## src/rtl/mandel_scheduler.sv

```systemverilog
// rtl/mandel_scheduler.sv - Mandelbrot frame scheduler feeding a fixed-latency z^2+c core
// Optional per-frame in-set counter output enabled by MANDEL_SCHED_STATS_EN.
module mandel_scheduler #(
  parameter int DATA_WIDTH  = 8,
  parameter int ADDR_WIDTH  = 9,
  parameter int COORD_WIDTH = 16,
  parameter int H_RES       = 32,
  parameter int V_RES       = 16,
  parameter int CORE_LAT    = 4
) (
  input  logic                   clk,
  input  logic                   rst_n,
  input  logic                   start,
  input  logic [DATA_WIDTH-1:0]  max_iter,
  input  logic [COORD_WIDTH-1:0] re_start,
  input  logic [COORD_WIDTH-1:0] im_start,
  input  logic [COORD_WIDTH-1:0] re_step,
  input  logic [COORD_WIDTH-1:0] im_step,
  output logic                   busy,
  output logic                   done,
  output logic                   core_in_valid,
  output logic [COORD_WIDTH-1:0] core_z_re,
  output logic [COORD_WIDTH-1:0] core_z_im,
  output logic [COORD_WIDTH-1:0] core_c_re,
  output logic [COORD_WIDTH-1:0] core_c_im,
  input  logic                   core_out_valid,
  input  logic [COORD_WIDTH-1:0] core_z_re_o,
  input  logic [COORD_WIDTH-1:0] core_z_im_o,
  input  logic                   core_escaped,
  output logic                   wr_en,
  output logic [ADDR_WIDTH-1:0]  wr_addr,
  output logic [DATA_WIDTH-1:0]  wr_data
`ifdef MANDEL_SCHED_STATS_EN
  ,
  output logic [ADDR_WIDTH:0]    in_set_count
`endif
);

  localparam logic [1:0] S_IDLE  = 2'd0;
  localparam logic [1:0] S_RUN   = 2'd1;
  localparam logic [1:0] S_DRAIN = 2'd2;
  localparam logic [1:0] S_DONE  = 2'd3;

  localparam int X_W = (H_RES > 1) ? $clog2(H_RES) : 1;
  localparam int Y_W = (V_RES > 1) ? $clog2(V_RES) : 1;
  localparam logic [X_W-1:0] X_LAST = X_W'(H_RES - 1);
  localparam logic [Y_W-1:0] Y_LAST = Y_W'(V_RES - 1);

  logic [1:0]             state_q, state_d;
  logic [DATA_WIDTH-1:0]  max_iter_q, max_iter_d;
  logic [COORD_WIDTH-1:0] re_start_q, re_start_d;
  logic [COORD_WIDTH-1:0] re_step_q, re_step_d;
  logic [COORD_WIDTH-1:0] im_step_q, im_step_d;
  logic [X_W-1:0]         x_q, x_d;
  logic [Y_W-1:0]         y_q, y_d;
  logic [ADDR_WIDTH-1:0]  pix_addr_q, pix_addr_d;
  logic [COORD_WIDTH-1:0] re_acc_q, re_acc_d;
  logic [COORD_WIDTH-1:0] im_acc_q, im_acc_d;

  // Issue register: drives the core operands directly
  logic                   iss_valid_q, iss_valid_d;
  logic [COORD_WIDTH-1:0] iss_z_re_q, iss_z_re_d;
  logic [COORD_WIDTH-1:0] iss_z_im_q, iss_z_im_d;
  logic [COORD_WIDTH-1:0] iss_c_re_q, iss_c_re_d;
  logic [COORD_WIDTH-1:0] iss_c_im_q, iss_c_im_d;
  logic [DATA_WIDTH-1:0]  iss_iter_q, iss_iter_d;
  logic [ADDR_WIDTH-1:0]  iss_addr_q, iss_addr_d;

  logic [CORE_LAT-1:0]                  sb_valid_q, sb_valid_d;
  logic [CORE_LAT-1:0][COORD_WIDTH-1:0] sb_c_re_q, sb_c_re_d;
  logic [CORE_LAT-1:0][COORD_WIDTH-1:0] sb_c_im_q, sb_c_im_d;
  logic [CORE_LAT-1:0][DATA_WIDTH-1:0]  sb_iter_q, sb_iter_d;
  logic [CORE_LAT-1:0][ADDR_WIDTH-1:0]  sb_addr_q, sb_addr_d;

  logic                   wr_en_q, wr_en_d;
  logic [ADDR_WIDTH-1:0]  wr_addr_q, wr_addr_d;
  logic [DATA_WIDTH-1:0]  wr_data_q, wr_data_d;

  logic                   start_acc;
  logic                   ret_valid;
  logic [DATA_WIDTH:0]    iter_next;
  logic                   retire;
  logic                   recirc;
  logic                   inject;
  logic                   last_pix;
  logic                   any_valid;

  always_comb begin
    state_d     = state_q;
    max_iter_d  = max_iter_q;
    re_start_d  = re_start_q;
    re_step_d   = re_step_q;
    im_step_d   = im_step_q;
    x_d         = x_q;
    y_d         = y_q;
    pix_addr_d  = pix_addr_q;
    re_acc_d    = re_acc_q;
    im_acc_d    = im_acc_q;
    iss_valid_d = 1'b0;
    iss_z_re_d  = iss_z_re_q;
    iss_z_im_d  = iss_z_im_q;
    iss_c_re_d  = iss_c_re_q;
    iss_c_im_d  = iss_c_im_q;
    iss_iter_d  = iss_iter_q;
    iss_addr_d  = iss_addr_q;
    wr_en_d     = 1'b0;
    wr_addr_d   = wr_addr_q;
    wr_data_d   = wr_data_q;

    start_acc = (state_q == S_IDLE) && start;
    ret_valid = sb_valid_q[CORE_LAT-1] && core_out_valid;
    iter_next = {1'b0, sb_iter_q[CORE_LAT-1]} + (DATA_WIDTH+1)'(1);
    retire    = ret_valid && (core_escaped || (iter_next == {1'b0, max_iter_q}));
    recirc    = ret_valid && !retire;
    inject    = (state_q == S_RUN) && !recirc;
    last_pix  = (x_q == X_LAST) && (y_q == Y_LAST);

    sb_valid_d[0] = iss_valid_q;
    sb_c_re_d[0]  = iss_c_re_q;
    sb_c_im_d[0]  = iss_c_im_q;
    sb_iter_d[0]  = iss_iter_q;
    sb_addr_d[0]  = iss_addr_q;
    for (int k = 1; k < CORE_LAT; k++) begin
      sb_valid_d[k] = sb_valid_q[k-1];
      sb_c_re_d[k]  = sb_c_re_q[k-1];
      sb_c_im_d[k]  = sb_c_im_q[k-1];
      sb_iter_d[k]  = sb_iter_q[k-1];
      sb_addr_d[k]  = sb_addr_q[k-1];
    end

    any_valid = iss_valid_q;
    for (int k = 0; k < CORE_LAT; k++) begin
      any_valid = any_valid | sb_valid_q[k];
    end

    if (retire) begin
      wr_en_d   = 1'b1;
      wr_addr_d = sb_addr_q[CORE_LAT-1];
      wr_data_d = core_escaped ? sb_iter_q[CORE_LAT-1] : max_iter_q;
    end

    // Returning points own the issue slot; fresh pixels only fill freed slots
    if (recirc) begin
      iss_valid_d = 1'b1;
      iss_z_re_d  = core_z_re_o;
      iss_z_im_d  = core_z_im_o;
      iss_c_re_d  = sb_c_re_q[CORE_LAT-1];
      iss_c_im_d  = sb_c_im_q[CORE_LAT-1];
      iss_iter_d  = iter_next[DATA_WIDTH-1:0];
      iss_addr_d  = sb_addr_q[CORE_LAT-1];
    end else if (inject) begin
      iss_valid_d = 1'b1;
      iss_z_re_d  = '0;
      iss_z_im_d  = '0;
      iss_c_re_d  = re_acc_q;
      iss_c_im_d  = im_acc_q;
      iss_iter_d  = '0;
      iss_addr_d  = pix_addr_q;
    end

    if (inject) begin
      pix_addr_d = pix_addr_q + ADDR_WIDTH'(1);
      if (x_q == X_LAST) begin
        x_d      = '0;
        re_acc_d = re_start_q;
        y_d      = y_q + Y_W'(1);
        im_acc_d = im_acc_q + im_step_q;
      end else begin
        x_d      = x_q + X_W'(1);
        re_acc_d = re_acc_q + re_step_q;
      end
    end

    case (state_q)
      S_IDLE: begin
        if (start_acc) begin
          max_iter_d = (max_iter == '0) ? DATA_WIDTH'(1) : max_iter;
          re_start_d = re_start;
          re_step_d  = re_step;
          im_step_d  = im_step;
          x_d        = '0;
          y_d        = '0;
          pix_addr_d = '0;
          re_acc_d   = re_start;
          im_acc_d   = im_start;
          state_d    = S_RUN;
        end
      end
      S_RUN: begin
        if (inject && last_pix) state_d = S_DRAIN;
      end
      S_DRAIN: begin
        if (!any_valid && !wr_en_q) state_d = S_DONE;
      end
      S_DONE:  state_d = S_IDLE;
      default: state_d = S_IDLE;
    endcase
  end

  always_ff @(posedge clk or negedge rst_n) begin
    if (!rst_n) begin
      state_q     <= S_IDLE;
      max_iter_q  <= '0;
      re_start_q  <= '0;
      re_step_q   <= '0;
      im_step_q   <= '0;
      x_q         <= '0;
      y_q         <= '0;
      pix_addr_q  <= '0;
      re_acc_q    <= '0;
      im_acc_q    <= '0;
      iss_valid_q <= 1'b0;
      iss_z_re_q  <= '0;
      iss_z_im_q  <= '0;
      iss_c_re_q  <= '0;
      iss_c_im_q  <= '0;
      iss_iter_q  <= '0;
      iss_addr_q  <= '0;
      sb_valid_q  <= '0;
      sb_c_re_q   <= '0;
      sb_c_im_q   <= '0;
      sb_iter_q   <= '0;
      sb_addr_q   <= '0;
      wr_en_q     <= 1'b0;
      wr_addr_q   <= '0;
      wr_data_q   <= '0;
    end else begin
      state_q     <= state_d;
      max_iter_q  <= max_iter_d;
      re_start_q  <= re_start_d;
      re_step_q   <= re_step_d;
      im_step_q   <= im_step_d;
      x_q         <= x_d;
      y_q         <= y_d;
      pix_addr_q  <= pix_addr_d;
      re_acc_q    <= re_acc_d;
      im_acc_q    <= im_acc_d;
      iss_valid_q <= iss_valid_d;
      iss_z_re_q  <= iss_z_re_d;
      iss_z_im_q  <= iss_z_im_d;
      iss_c_re_q  <= iss_c_re_d;
      iss_c_im_q  <= iss_c_im_d;
      iss_iter_q  <= iss_iter_d;
      iss_addr_q  <= iss_addr_d;
      sb_valid_q  <= sb_valid_d;
      sb_c_re_q   <= sb_c_re_d;
      sb_c_im_q   <= sb_c_im_d;
      sb_iter_q   <= sb_iter_d;
      sb_addr_q   <= sb_addr_d;
      wr_en_q     <= wr_en_d;
      wr_addr_q   <= wr_addr_d;
      wr_data_q   <= wr_data_d;
    end
  end

`ifdef MANDEL_SCHED_STATS_EN
  logic [ADDR_WIDTH:0] in_set_count_q, in_set_count_d;

  always_comb begin
    in_set_count_d = in_set_count_q;
    if (start_acc) begin
      in_set_count_d = '0;
    end else if (retire && (wr_data_d == max_iter_q)) begin
      in_set_count_d = in_set_count_q + (ADDR_WIDTH+1)'(1);
    end
  end

  always_ff @(posedge clk or negedge rst_n) begin
    if (!rst_n) begin
      in_set_count_q <= '0;
    end else begin
      in_set_count_q <= in_set_count_d;
    end
  end

  assign in_set_count = in_set_count_q;
`endif

  assign busy          = (state_q == S_RUN) || (state_q == S_DRAIN);
  assign done          = (state_q == S_DONE);
  assign core_in_valid = iss_valid_q;
  assign core_z_re     = iss_z_re_q;
  assign core_z_im     = iss_z_im_q;
  assign core_c_re     = iss_c_re_q;
  assign core_c_im     = iss_c_im_q;
  assign wr_en         = wr_en_q;
  assign wr_addr       = wr_addr_q;
  assign wr_data       = wr_data_q;

endmodule

```

## config.mk

```make
export PLATFORM = sky130hd
export DESIGN_NAME = mandel_scheduler
export DESIGN_NICKNAME = d
export VERILOG_FILES = /design/src/rtl/mandel_scheduler.sv
export SDC_FILE = /design/constraint.sdc
export NUM_CORES = 1
export LEC_CHECK = 0
export ABC_AREA = 1
export CAP_MARGIN = 25
export CORE_MARGIN = 3
export CORE_UTILIZATION = 50
export CTS_CLUSTER_DIAMETER = 60
export DETAILED_ROUTE_END_ITERATION = 16
export PLACE_DENSITY_LB_ADDON = 0.1
export SYNTH_ARGS = -nofsm -noshare
export SYNTH_HDL_FRONTEND = slang
export SYNTH_SLANG_ARGS = --single-unit
```

## constraint.sdc

```tcl
create_clock -name clk -period 1.9 [get_ports clk]
set_input_delay 0.38 -clock clk [delete_from_list [all_inputs] [get_ports clk]]
set_output_delay 0.38 -clock clk [all_outputs]
set_load 0.05 [all_outputs]
```

==> metrics <==
Pint=23.9 mW; setup TNS=-44.11 ns; slowest stage delay, CP=0.44 ns; Net Sw Power=15.3 mW; core area=0.0318 sq mm; Cells after Synth=1695; Hold Path Sink=sb_c_im_d[35]; Clock Skew=0.0140 ns; CTS Buffer Depth=3; Syn-to-layout area delta=35.3%; Flop pwr share=0.342; hold path startpoint=sb_c_im_d[19]; Antenna Violating Nets Remaining=0; sequential-to-total area share from yosys stat=0.626; root buf cell=clkbuf_16; Clk Latency, worst-skew pair=0.54 ns; leakage power total=11.4 nW; worst r2r src=sb_iter_q[24]; logic gate share of total power=0.441; Placement Rows=65; Pwr Density=1780 mW/mm^2; Cell Count, Final, Fillers Out=2499; H-tree levels=2; worst rel slew slack=0.555; Setup WS post-layout=-0.378 ns; VDD IR max=0.879 mV; first-pass GRT wire length=~64000 microns; Clock power frac=0.217; RSZ-0062 raised after global routing=yes; Final min period=2.28 ns; total CTS buffers=between 40 and 50; syn_nets=roughly 1.8k; Starting Density=0.512; commonest non-fill, non-tap cell in the layout=nand2_1; drt total wl=approximately 41000 microns; WHS Path Cells=0; Max stage delay cell, worst path=dfrtp_2; number of synthesized flops with an enable pin=0; Syn Area/Cell=9.61 sq um; GP Congestion=0.892; DPL Wire Length=approximately 26000 microns; 1st-pass router iterations=5; antenna diode count=0; gr usage total=0.226; Final Hold Fails=0; ys async rst share=1.00; cell area after synthesis=0.0163 sq mm; CP Cell Sequence=ha_4 > inv_2 > or2_4 > nand3_2 > nor2_1 > nand2_1 > nor2_1 > nand2_2 > nand3_4 > nand2_8 > inv_12 > buf_8 > buf_4 > buf_8 > nand2_1 > nand3_1; Synth cell types=41; status=complete, but fails checks; Max Fanout on Critical Path=6; die width=around 190 microns; flop-to-flop setup slack=-0.38 ns; final critical-path share of the clock period=1.20; GRT overflow=0; Hold Path Class=register to register; Sw Ratio=0.390; Worst Path Required=2.32 ns; hold slack=between 0.3 and 0.4 ns; share of layout cells above drive strength 1=0.207; most frequent cells in the layout=nand2_1 (645), dfrtp_1 (406), buf_4 (185), clkdlybuf4s50_1 (107), inv_1 (81); failing checks=setup timing; Synth Flop Type=dfrtp_1; Die Area=0.0348 sq mm; vias in the first global route=12.3k; Vias per Instance=4.97; CTS tree=done; Synth warnings=0; Max Clock Freq=439 MHz; setup violators final=152; Worst Max-Slew Pin Slew=0.668 ns; FF-to-FF End=core_c_re[4]; initial antenna violation count=0; Arr. time, crit path=2.69 ns; Worst Reg-to-Reg Cells=16; type of origin of the critical path=register; Clock Sinks=408; Via Count=12.4k; Setup crit start=sb_iter_q[24]; Clock transition at path regs=0.06 ns; Cell Area, Placed=approximately 0.020 sq mm; Inst Count DP=2383; Final Cell Area=0.0220 sq mm; largest net degree at the start of global routing=85; WS Path Type=register to register; Final Max Tran Viols=0; Initial DRC Count=707; # IOs=between 150 and 200; Crit. End Element=register; DRC viols=0; I/O Buffers=193; nets=around 2.2k; flops & latches, synth=between 400 and 500; fill count=approximately 2.4k; DR WL/cell=between 15 and 20 microns; die extent in y=around 190 microns; total of max-cap violations=0
==> power groups by stage <==
| stage | combinational [mW] | clock, mW | sequential (mW) |
|---|---|---|---|
| 4_1_cts | 16.0 | 8.63 | 13.4 |
| 5_1_grt | 19.0 | 9.05 | 13.7 |
| 2_1_floorplan | 9.03 | 0 | 14.3 |
| 3_5_place_dp | 15.7 | 0 | 13.5 |
| 6_report | 17.3 | 8.49 | 13.4 |
| 3_3_place_gp | 15.4 | 0 | 13.4 |
==> cell families (layout without fill, tap and decap cells) <==
logic type	after synthesis	after routing	synth area share
mux	1	1	0.000614
fa+ha+maj	42	42	0.0332
xor+xnor	24	24	0.0129
buf+inv	187	556	0.0563
simple gates	874	874	0.216
compound gates	159	159	0.0545
flops	408	408	0.626
==> registers in the layout, summed over array words and instances (netlist names), 9 cells and up <==
name,count
core_c_im,16
core_c_re,16
core_z_im,16
core_z_re,16
im_acc_q,16
im_step_q,16
iss_addr_q,9
pix_addr_q,9
re_acc_q,16
re_start_q,16
re_step_q,16
sb_addr_d,27
sb_addr_q,9
sb_c_im_d,48
sb_c_im_q,16
sb_c_re_d,48
sb_c_re_q,16
sb_iter_d,24
wr_addr,9
==> per-layer routing <==
layer	up-vias	GRT usage	wire, microns
met4	0	0.0552	779
met2	332	0.361	18800
met5	-	0	0
li1	6034	-	-
met1	6007	0.328	18900
met3	58	0.0370	1990
==> repair_timing <==
| item | in CTS | in global routing |
|---|---|---|
| cloned | 5 | 10 |
| buffers inserted | 11 | 16 |
| hold buffers | 1 | 0 |
| pin swaps | 3 | 12 |
| hold endpoints to repair | 41 | 0 |
| setup endpoints to repair | 187 | 153 |
| gates resized for setup | 77 | 102 |
==> per-stage QoR <==
| stage | worst slack [ns] | util | power (mW) |
|---|---|---|---|
| after floorplan | -0.0432 | - | 23.4 |
| after global placement | -0.248 | 0.616 | 28.7 |
| after detailed placement | -0.285 | 0.616 | 29.1 |
| after CTS | -0.283 | 0.673 | 38.0 |
| after global routing | -0.521 | 0.693 | 41.8 |
| final | -0.378 | 0.693 | 39.2 |
==> Yosys cell counts, types with 6 or more instances <==
library cell | instances | area (sq um)
nand2_1 | 693 | 2600
dfrtp_1 | 408 | 10200
nand3_1 | 90 | 450
inv_1 | 86 | 323
o21ai_0 | 65 | 325
a21oi_1 | 49 | 245
nor2_1 | 49 | 184
ha_1 | 40 | 500
buf_4 | 38 | 285
clkbuf_1 | 26 | 97.6
o211ai_1 | 21 | 158
buf_2 | 20 | 100
xor2_1 | 16 | 140
nand4_1 | 11 | 68.8
or2_2 | 9 | 56.3
a31oi_1 | 8 | 50.1
xnor2_1 | 8 | 70.1
a21o_1 | 6 | 45.0
buf_6 | 6 | 67.6
inv_2 | 6 | 22.5
==> cell type report <==
class	count	area, sq um	area share
sequential	408	10200	0.463
multi-input combinational	1100	5570	0.253
timing repair buffer	384	3840	0.174
clock buffer	62	1280	0.0579
tap	435	544	0.0247
inverter	94	404	0.0183
clock inverter	15	184	0.00834
timing repair inverter	1	11.3	0.000511
==> worst max-delay path: cells and delay by family (launching register included) <==
family                     cells  cell delay [ns]
DFF                            1             0.44
and+or+nand+nor               10             0.95
adders and majority gates      1             0.27
buffers and inverters          5             0.50
==> worst max path at each step <==
stage                    end  slack, ns
6_report        core_c_re[4]      -0.38
5_1_grt         core_c_re[4]      -0.52
4_1_cts        pix_addr_q[8]      -0.28
3_5_place_dp     re_acc_q[7]      -0.28
3_3_place_gp   core_z_re[15]      -0.25
2_1_floorplan   core_z_im[0]      -0.04
Note: power is estimated with default switching activity, not from simulation.
